`src/rtl/mem_controller.sv`:
```
// Multi-channel memory arbiter: NUM_CHANNELS independent FSMs share NUM_CONSUMERS LSU ports.
// Define MEM_CONTROLLER_ROUND_ROBIN_EN for rotating per-channel priority; default is fixed (lowest index wins).
module mem_controller #(
    parameter int ADDR_BITS     = 8,
    parameter int DATA_BITS     = 8,
    parameter int NUM_CONSUMERS = 4,
    parameter int NUM_CHANNELS  = 1,
    parameter int WRITE_ENABLE  = 1
) (
    input  logic                                    clk,
    input  logic                                    reset,
    input  logic [NUM_CONSUMERS-1:0]                consumer_read_valid,
    input  logic [NUM_CONSUMERS-1:0][ADDR_BITS-1:0] consumer_read_address,
    output logic [NUM_CONSUMERS-1:0]                consumer_read_ready,
    output logic [NUM_CONSUMERS-1:0][DATA_BITS-1:0] consumer_read_data,
    input  logic [NUM_CONSUMERS-1:0]                consumer_write_valid,
    input  logic [NUM_CONSUMERS-1:0][ADDR_BITS-1:0] consumer_write_address,
    input  logic [NUM_CONSUMERS-1:0][DATA_BITS-1:0] consumer_write_data,
    output logic [NUM_CONSUMERS-1:0]                consumer_write_ready,
    output logic [NUM_CHANNELS-1:0]                 mem_read_valid,
    output logic [NUM_CHANNELS-1:0][ADDR_BITS-1:0]  mem_read_address,
    input  logic [NUM_CHANNELS-1:0]                 mem_read_ready,
    input  logic [NUM_CHANNELS-1:0][DATA_BITS-1:0]  mem_read_data,
    output logic [NUM_CHANNELS-1:0]                 mem_write_valid,
    output logic [NUM_CHANNELS-1:0][ADDR_BITS-1:0]  mem_write_address,
    output logic [NUM_CHANNELS-1:0][DATA_BITS-1:0]  mem_write_data,
    input  logic [NUM_CHANNELS-1:0]                 mem_write_ready
);
    localparam int CW    = (NUM_CONSUMERS > 1) ? $clog2(NUM_CONSUMERS) : 1;
    localparam bit WR_EN = (WRITE_ENABLE != 0);

    typedef enum logic [2:0] {
        IDLE,
        READ_WAITING,
        WRITE_WAITING,
        READ_RELAYING,
        WRITE_RELAYING
    } state_t;

    state_t                     state     [NUM_CHANNELS];
    state_t                     state_nxt [NUM_CHANNELS];
    logic [CW-1:0]              cur       [NUM_CHANNELS];
    logic [CW-1:0]              grant_idx [NUM_CHANNELS];
    logic [NUM_CHANNELS-1:0]    grant;
    logic [NUM_CHANNELS-1:0]    grant_rd;
    logic [NUM_CONSUMERS-1:0]   claimed;
    logic [NUM_CONSUMERS-1:0]   taken;
    logic [CW-1:0]              scan_idx;
    logic [NUM_CHANNELS-1:0]    mem_wv_q;
    logic [NUM_CONSUMERS-1:0]   wr_ready_q;
`ifdef MEM_CONTROLLER_ROUND_ROBIN_EN
    logic [CW-1:0]              rr_ptr    [NUM_CHANNELS];
`endif

    // Read-only builds tie the write handshake off entirely.
    assign mem_write_valid      = WR_EN ? mem_wv_q   : '0;
    assign consumer_write_ready = WR_EN ? wr_ready_q : '0;

    function automatic logic [CW-1:0] wrap_idx(input int base, input int k);
        int s;
        s = base + k;
        if (s >= NUM_CONSUMERS) s = s - NUM_CONSUMERS;
        return s[CW-1:0];
    endfunction

    // Lower channels claim first; 'taken' accumulates their grants so a later channel skips them.
    always_comb begin
        taken    = claimed;
        grant    = '0;
        grant_rd = '0;
        scan_idx = '0;
        for (int c = 0; c < NUM_CHANNELS; c++) begin
            grant_idx[c] = '0;
            state_nxt[c] = state[c];
            case (state[c])
                IDLE: begin
                    for (int k = 0; k < NUM_CONSUMERS; k++) begin
`ifdef MEM_CONTROLLER_ROUND_ROBIN_EN
                        scan_idx = wrap_idx(int'(rr_ptr[c]), k);
`else
                        scan_idx = wrap_idx(0, k);
`endif
                        if (!grant[c] && !taken[scan_idx] &&
                            (consumer_read_valid[scan_idx] || (WR_EN && consumer_write_valid[scan_idx]))) begin
                            grant[c]     = 1'b1;
                            grant_idx[c] = scan_idx;
                            grant_rd[c]  = consumer_read_valid[scan_idx];
                        end
                    end
                    if (grant[c]) begin
                        taken[grant_idx[c]] = 1'b1;
                        state_nxt[c] = grant_rd[c] ? READ_WAITING : WRITE_WAITING;
                    end
                end
                READ_WAITING:   if (mem_read_ready[c])               state_nxt[c] = READ_RELAYING;
                WRITE_WAITING:  if (mem_write_ready[c])              state_nxt[c] = WRITE_RELAYING;
                READ_RELAYING:  if (!consumer_read_valid[cur[c]])    state_nxt[c] = IDLE;
                WRITE_RELAYING: if (!consumer_write_valid[cur[c]])   state_nxt[c] = IDLE;
                default:                                             state_nxt[c] = IDLE;
            endcase
        end
    end

    always_ff @(posedge clk) begin
        for (int c = 0; c < NUM_CHANNELS; c++) begin
            if (reset) state[c] <= IDLE;
            else       state[c] <= state_nxt[c];
        end
    end

    always_ff @(posedge clk) begin
        if (reset) begin
            claimed             <= '0;
            consumer_read_ready <= '0;
            consumer_read_data  <= '0;
            wr_ready_q          <= '0;
            mem_read_valid      <= '0;
            mem_read_address    <= '0;
            mem_wv_q            <= '0;
            mem_write_address   <= '0;
            mem_write_data      <= '0;
            for (int c = 0; c < NUM_CHANNELS; c++) begin
                cur[c] <= '0;
`ifdef MEM_CONTROLLER_ROUND_ROBIN_EN
                rr_ptr[c] <= '0;
`endif
            end
        end else begin
            for (int c = 0; c < NUM_CHANNELS; c++) begin
                case (state[c])
                    IDLE: if (grant[c]) begin
                        cur[c]                 <= grant_idx[c];
                        claimed[grant_idx[c]]  <= 1'b1;
`ifdef MEM_CONTROLLER_ROUND_ROBIN_EN
                        rr_ptr[c] <= (int'(grant_idx[c]) == NUM_CONSUMERS - 1) ? '0 : grant_idx[c] + 1'b1;
`endif
                        if (grant_rd[c]) begin
                            mem_read_valid[c]   <= 1'b1;
                            mem_read_address[c] <= consumer_read_address[grant_idx[c]];
                        end else begin
                            mem_wv_q[c]          <= 1'b1;
                            mem_write_address[c] <= consumer_write_address[grant_idx[c]];
                            mem_write_data[c]    <= consumer_write_data[grant_idx[c]];
                        end
                    end
                    READ_WAITING: if (mem_read_ready[c]) begin
                        mem_read_valid[c]           <= 1'b0;
                        mem_read_address[c]         <= '0;
                        consumer_read_ready[cur[c]] <= 1'b1;
                        consumer_read_data[cur[c]]  <= mem_read_data[c];
                    end
                    WRITE_WAITING: if (mem_write_ready[c]) begin
                        mem_wv_q[c]          <= 1'b0;
                        mem_write_address[c] <= '0;
                        mem_write_data[c]    <= '0;
                        wr_ready_q[cur[c]]   <= 1'b1;
                    end
                    READ_RELAYING: if (!consumer_read_valid[cur[c]]) begin
                        consumer_read_ready[cur[c]] <= 1'b0;
                        claimed[cur[c]]             <= 1'b0;
                    end
                    WRITE_RELAYING: if (!consumer_write_valid[cur[c]]) begin
                        wr_ready_q[cur[c]] <= 1'b0;
                        claimed[cur[c]]    <= 1'b0;
                    end
                    default: ;
                endcase
            end
        end
    end
endmodule

```
`config.mk`:
```
export PLATFORM = sky130hd
export DESIGN_NAME = mem_controller
export DESIGN_NICKNAME = d
export VERILOG_FILES = /design/src/rtl/mem_controller.sv
export SDC_FILE = /design/constraint.sdc
export NUM_CORES = 1
export LEC_CHECK = 0
export CAP_MARGIN = 20
export CORE_MARGIN = 2
export CORE_UTILIZATION = 41
export DETAILED_ROUTE_END_ITERATION = 7
export PLACE_DENSITY = 0.83
export SLEW_MARGIN = 15
export SYNTH_ARGS = -nofsm -noshare
export SYNTH_HDL_FRONTEND = slang
export SYNTH_SLANG_ARGS = --single-unit
export TNS_END_PERCENT = 30
```
`constraint.sdc`:
```
create_clock -name clk -period 2.8 [get_ports clk]
set_clock_uncertainty 0.2 [all_clocks]
set_input_delay 0.7 -clock clk [delete_from_list [all_inputs] [get_ports clk]]
set_output_delay 0.7 -clock clk [all_outputs]
set_load 0.01 [all_outputs]
```
==> results summary <==
The flow ran to the end, and the final reports show no timing, DRC or antenna violations. The standby leakage power is 2.23 nW. The internal power came out at 0.00233 W. The wire length of the first global-routing pass is 18400 um. The number of antenna violations at the first check in global routing is 0.

The switching share of power is 33.1%. The fraction of final layout cells with drive strength greater than 1 is 14.8%. The critical setup path kind is input port to flop. In the post-synthesis netlist, the biggest area contributors are sky130_fd_sc_hd__dfxtp_1 40%, sky130_fd_sc_hd__mux2i_1 7.1%, sky130_fd_sc_hd__o2bb2ai_2 6.6%. From synthesis to final layout, the design area changed by 61.5%. The tightest min-delay check is of the flop to flop type. For this run, asynchronously set or reset flops after synthesis account for 0%. The number of clock buffers added by TritonCTS is 9. In this run the cell area of the synthesized design comes to 3660 um^2. The worst IR drop on VDD is 0.000395 V. The number of placed I/O pins came out at 182. The final number of hold-violating endpoints came to 0. In this run, synthesis inferred 2 flip-flops with an integrated enable. Synthesis produced a netlist with a net count of 475. The last weighted congestion value of the routability-driven placer is 0.954. Data arrives at the worst endpoint at 2.56 ns. The share of power burned in registers came out at 38.4%. The average cell area after synthesis came out at 10.2 um^2.

The routed via count divided by cell count is 5.48. The CTS clock-pin slew for the worst setup and hold paths is 0.08 ns. The buffer depth of the longest clock path came out at 2. The final max-slew violation count is 0.

The total routing resource utilization after global routing came out at 23.5%. Max-cap violations in this run came to 0. The remaining global-route overflow came out at 0. The shortest clock period the worst path allows after layout is 2.54 ns. The number of nets in the layout is 666. The power density normalized to cell area is 590 nW/um^2. The count of nets left with antenna violations once routing finished came out at 0. The tree is rooted in a sky130_fd_sc_hd__clkbuf_8.

The share of the synthesized area in the top cell type is 39.9%. The iteration-0 DRC count of the detailed router is 108. The first-pass detailed-route iteration total came out at 4.

The combinational share of power came out at 38.8%. The part of the power in the clock network is 22.8%. Counting flops and latches in the post-synthesis netlist gives 75.

The final number of setup-violating endpoints came out at 0. The number of rows in the core area came out at 34. The maximum number of pins on one net before global-route repair came out at 46.

The count of inserted antenna diode cells is 0. The worst relative slew slack came out at 43.0%. The dominant register cell in the synthesized netlist is sky130_fd_sc_hd__dfxtp_1. The required time reported for the critical path endpoint is 2.82 ns. The sequential standard cell area came out at 1520 um^2.

The number of global-route vias before repair came out at 3667. The worst setup path is launched from an input port. The die width came out at 98.5 um. The insertion delay of the later-clocked pin in the worst-skew pair came out at 0.34 ns. Setup repair after global routing left no endpoint under its margin. Post-CTS timing repair inserted 0 buffers for setup. The number of fillers in the final layout came out at 649. The via total after detailed routing came out at 3635. The count of clock tree sinks is 75. Once detailed placement completed, the half-perimeter wirelength came to 8840 um. The number of placed cells counting well taps came out at 647. The post-cts repair resize count came out at 0. The number of buffers inserted by hold repair at cts came out at 0.

Buffers placed on the I/O ports in this run total 181. For this configuration, the core starts out at a cell density of 42.2%. The cell count after synthesis came out at 359. Dividing the detail-routed wire length by the instance count gives 17.6 um. The largest fanout on the critical path came out at 24. Measured along the y axis, the die boundary spans 98.5 um. Counting distinct cell types in the post-synthesis netlist gives 46. The number of warnings printed during yosys synthesis came out at 0. The fmax came out at 0.394 GHz. The number of standard cells in the layout, taps in and fillers out came out at 663. The aggregate routed wire length is 11700 um.

After detailed routing, the number of remaining DRC violations is 0. Of the available clock period, the critical path in the final layout requires 90.8%. TritonCTS built the clock tree. By instance count, the leading cell after synthesis is sky130_fd_sc_hd__dfxtp_1. Counting instances in the post-synthesis netlist gives the leading cell types as 73 x sky130_fd_sc_hd__dfxtp_1, 42 x sky130_fd_sc_hd__nor2_1, 26 x sky130_fd_sc_hd__mux2i_1. The area of the core is 8680 um^2. At the end of the flow the core is filled with cells to 68.1%. The die covers 9700 um^2. The actual transition at the worst max-transition pin is 0.852 ns. In the final layout, the multi-input gates occupy 1960 um^2.

The net switching component of the power is 0.00115 W. STA classifies the critical path endpoint as a flop. After synthesis, flip-flops and latches occupy 41.6% of the total area.

The largest area contributor in the synthesized netlist is sky130_fd_sc_hd__dfxtp_1. The number of H-tree branching levels came out at 3.
==> per-layer routing <==
| metal | vias up | wire [um] | global-route usage [%] |
|---|---|---|---|
| met1 | 1706 | 4630 | 27.0 |
| met3 | 17 | 1110 | 8.37 |
| li1 | 1744 | - | - |
| met4 | 0 | 245 | 7.17 |
| met5 | - | 0 | 0 |
| met2 | 168 | 5720 | 41.0 |
==> per-stage QoR <==
stage          power [W]  instance area, um^2  TNS (ns)  worst slack, ns  hold WS [ns]
6_report         0.00349                 5910         0            0.259         0.260
5_1_grt          0.00367                 5910         0            0.159         0.272
4_1_cts          0.00352                 5910         0            0.278         0.259
3_5_place_dp     0.00272                 5720     -1.15          -0.0843         0.251
3_3_place_gp     0.00268                 5720    -0.710          -0.0518         0.241
2_1_floorplan    0.00207                 3660         0            0.425         0.271
==> layout by cell type, fill, tap and decap left out, drive strengths merged, types with 2 or more instances in the layout <==
cell type      instances
clkdlybuf4s50        181
dfxtp                 73
nor2                  42
mux2i                 26
buf                   26
a22o                  24
a221oi                24
o2bb2ai               24
a21oi                 23
nand2                 20
clkbuf                12
nand3                 11
inv                    7
nand2b                 6
o21ai                  6
a211oi                 5
nor3                   5
o21bai                 4
nor2b                  4
nand3b                 4
clkinv                 3
nor3b                  3
o32ai                  2
mux4                   2
and3                   2
edfxtp                 2
==> worst max-delay path: stages <==
cell	delay (ns)
sky130_fd_sc_hd__clkdlybuf4s50_1	0.44
sky130_fd_sc_hd__o21bai_1	0.40
sky130_fd_sc_hd__buf_4	0.20
sky130_fd_sc_hd__nor3_4	0.04
sky130_fd_sc_hd__buf_12	0.16
sky130_fd_sc_hd__a22o_1	0.18
sky130_fd_sc_hd__a221oi_1	0.35
sky130_fd_sc_hd__o2bb2ai_2	0.07
==> final cells by class <==
class | count | share of cell area (%)
Timing Repair Buffer | 207 | 35.2
Multi-Input combinational cell | 250 | 33.1
Sequential cell | 75 | 25.7
Clock buffer | 12 | 2.81
Tap cell | 108 | 2.29
Inverter | 7 | 0.444
Clock inverter | 4 | 0.381
==> path summary, 6_finish.rpt <==
check                                                   startpoint                                  to  slack [ns]  cells past startpoint
worst max-delay path                        consumer_read_valid[1]      mem_write_data[4]$_SDFFE_PP0P_        0.26                      8
worst min-delay path            consumer_read_data[0]$_SDFFE_PP0P_  consumer_read_data[0]$_SDFFE_PP0P_        0.26                      2
worst max register to register             cur[0][0]$_SDFFCE_PN0P_             claimed[3]$_SDFFE_PP0P_        0.48                      5
worst min register to register  consumer_read_data[0]$_SDFFE_PP0P_  consumer_read_data[0]$_SDFFE_PP0P_        0.26                      2
==> cell families (layout without fill, tap and decap cells) <==
| logic type | Yosys count | in the layout | share of synthesized area (%) |
|---|---|---|---|
| AOI/OAI and AO/OA | 119 | 119 | 30.8 |
| DFF | 75 | 75 | 41.6 |
| and+or+nand+nor | 103 | 103 | 14.2 |
| buffers and inverters | 34 | 230 | 5.16 |
| muxes | 28 | 28 | 8.34 |
==> power groups by stage <==
stage                     clock [W]  sequential, W  combinational (W)
after floorplan                   0        0.00134           0.000729
after global placement            0        0.00136            0.00132
final                      0.000794        0.00134            0.00135
after detailed placement          0        0.00136            0.00135
after global routing       0.000859        0.00136            0.00145
after CTS                  0.000819        0.00134            0.00136
Power figures use the tool's default switching activity.
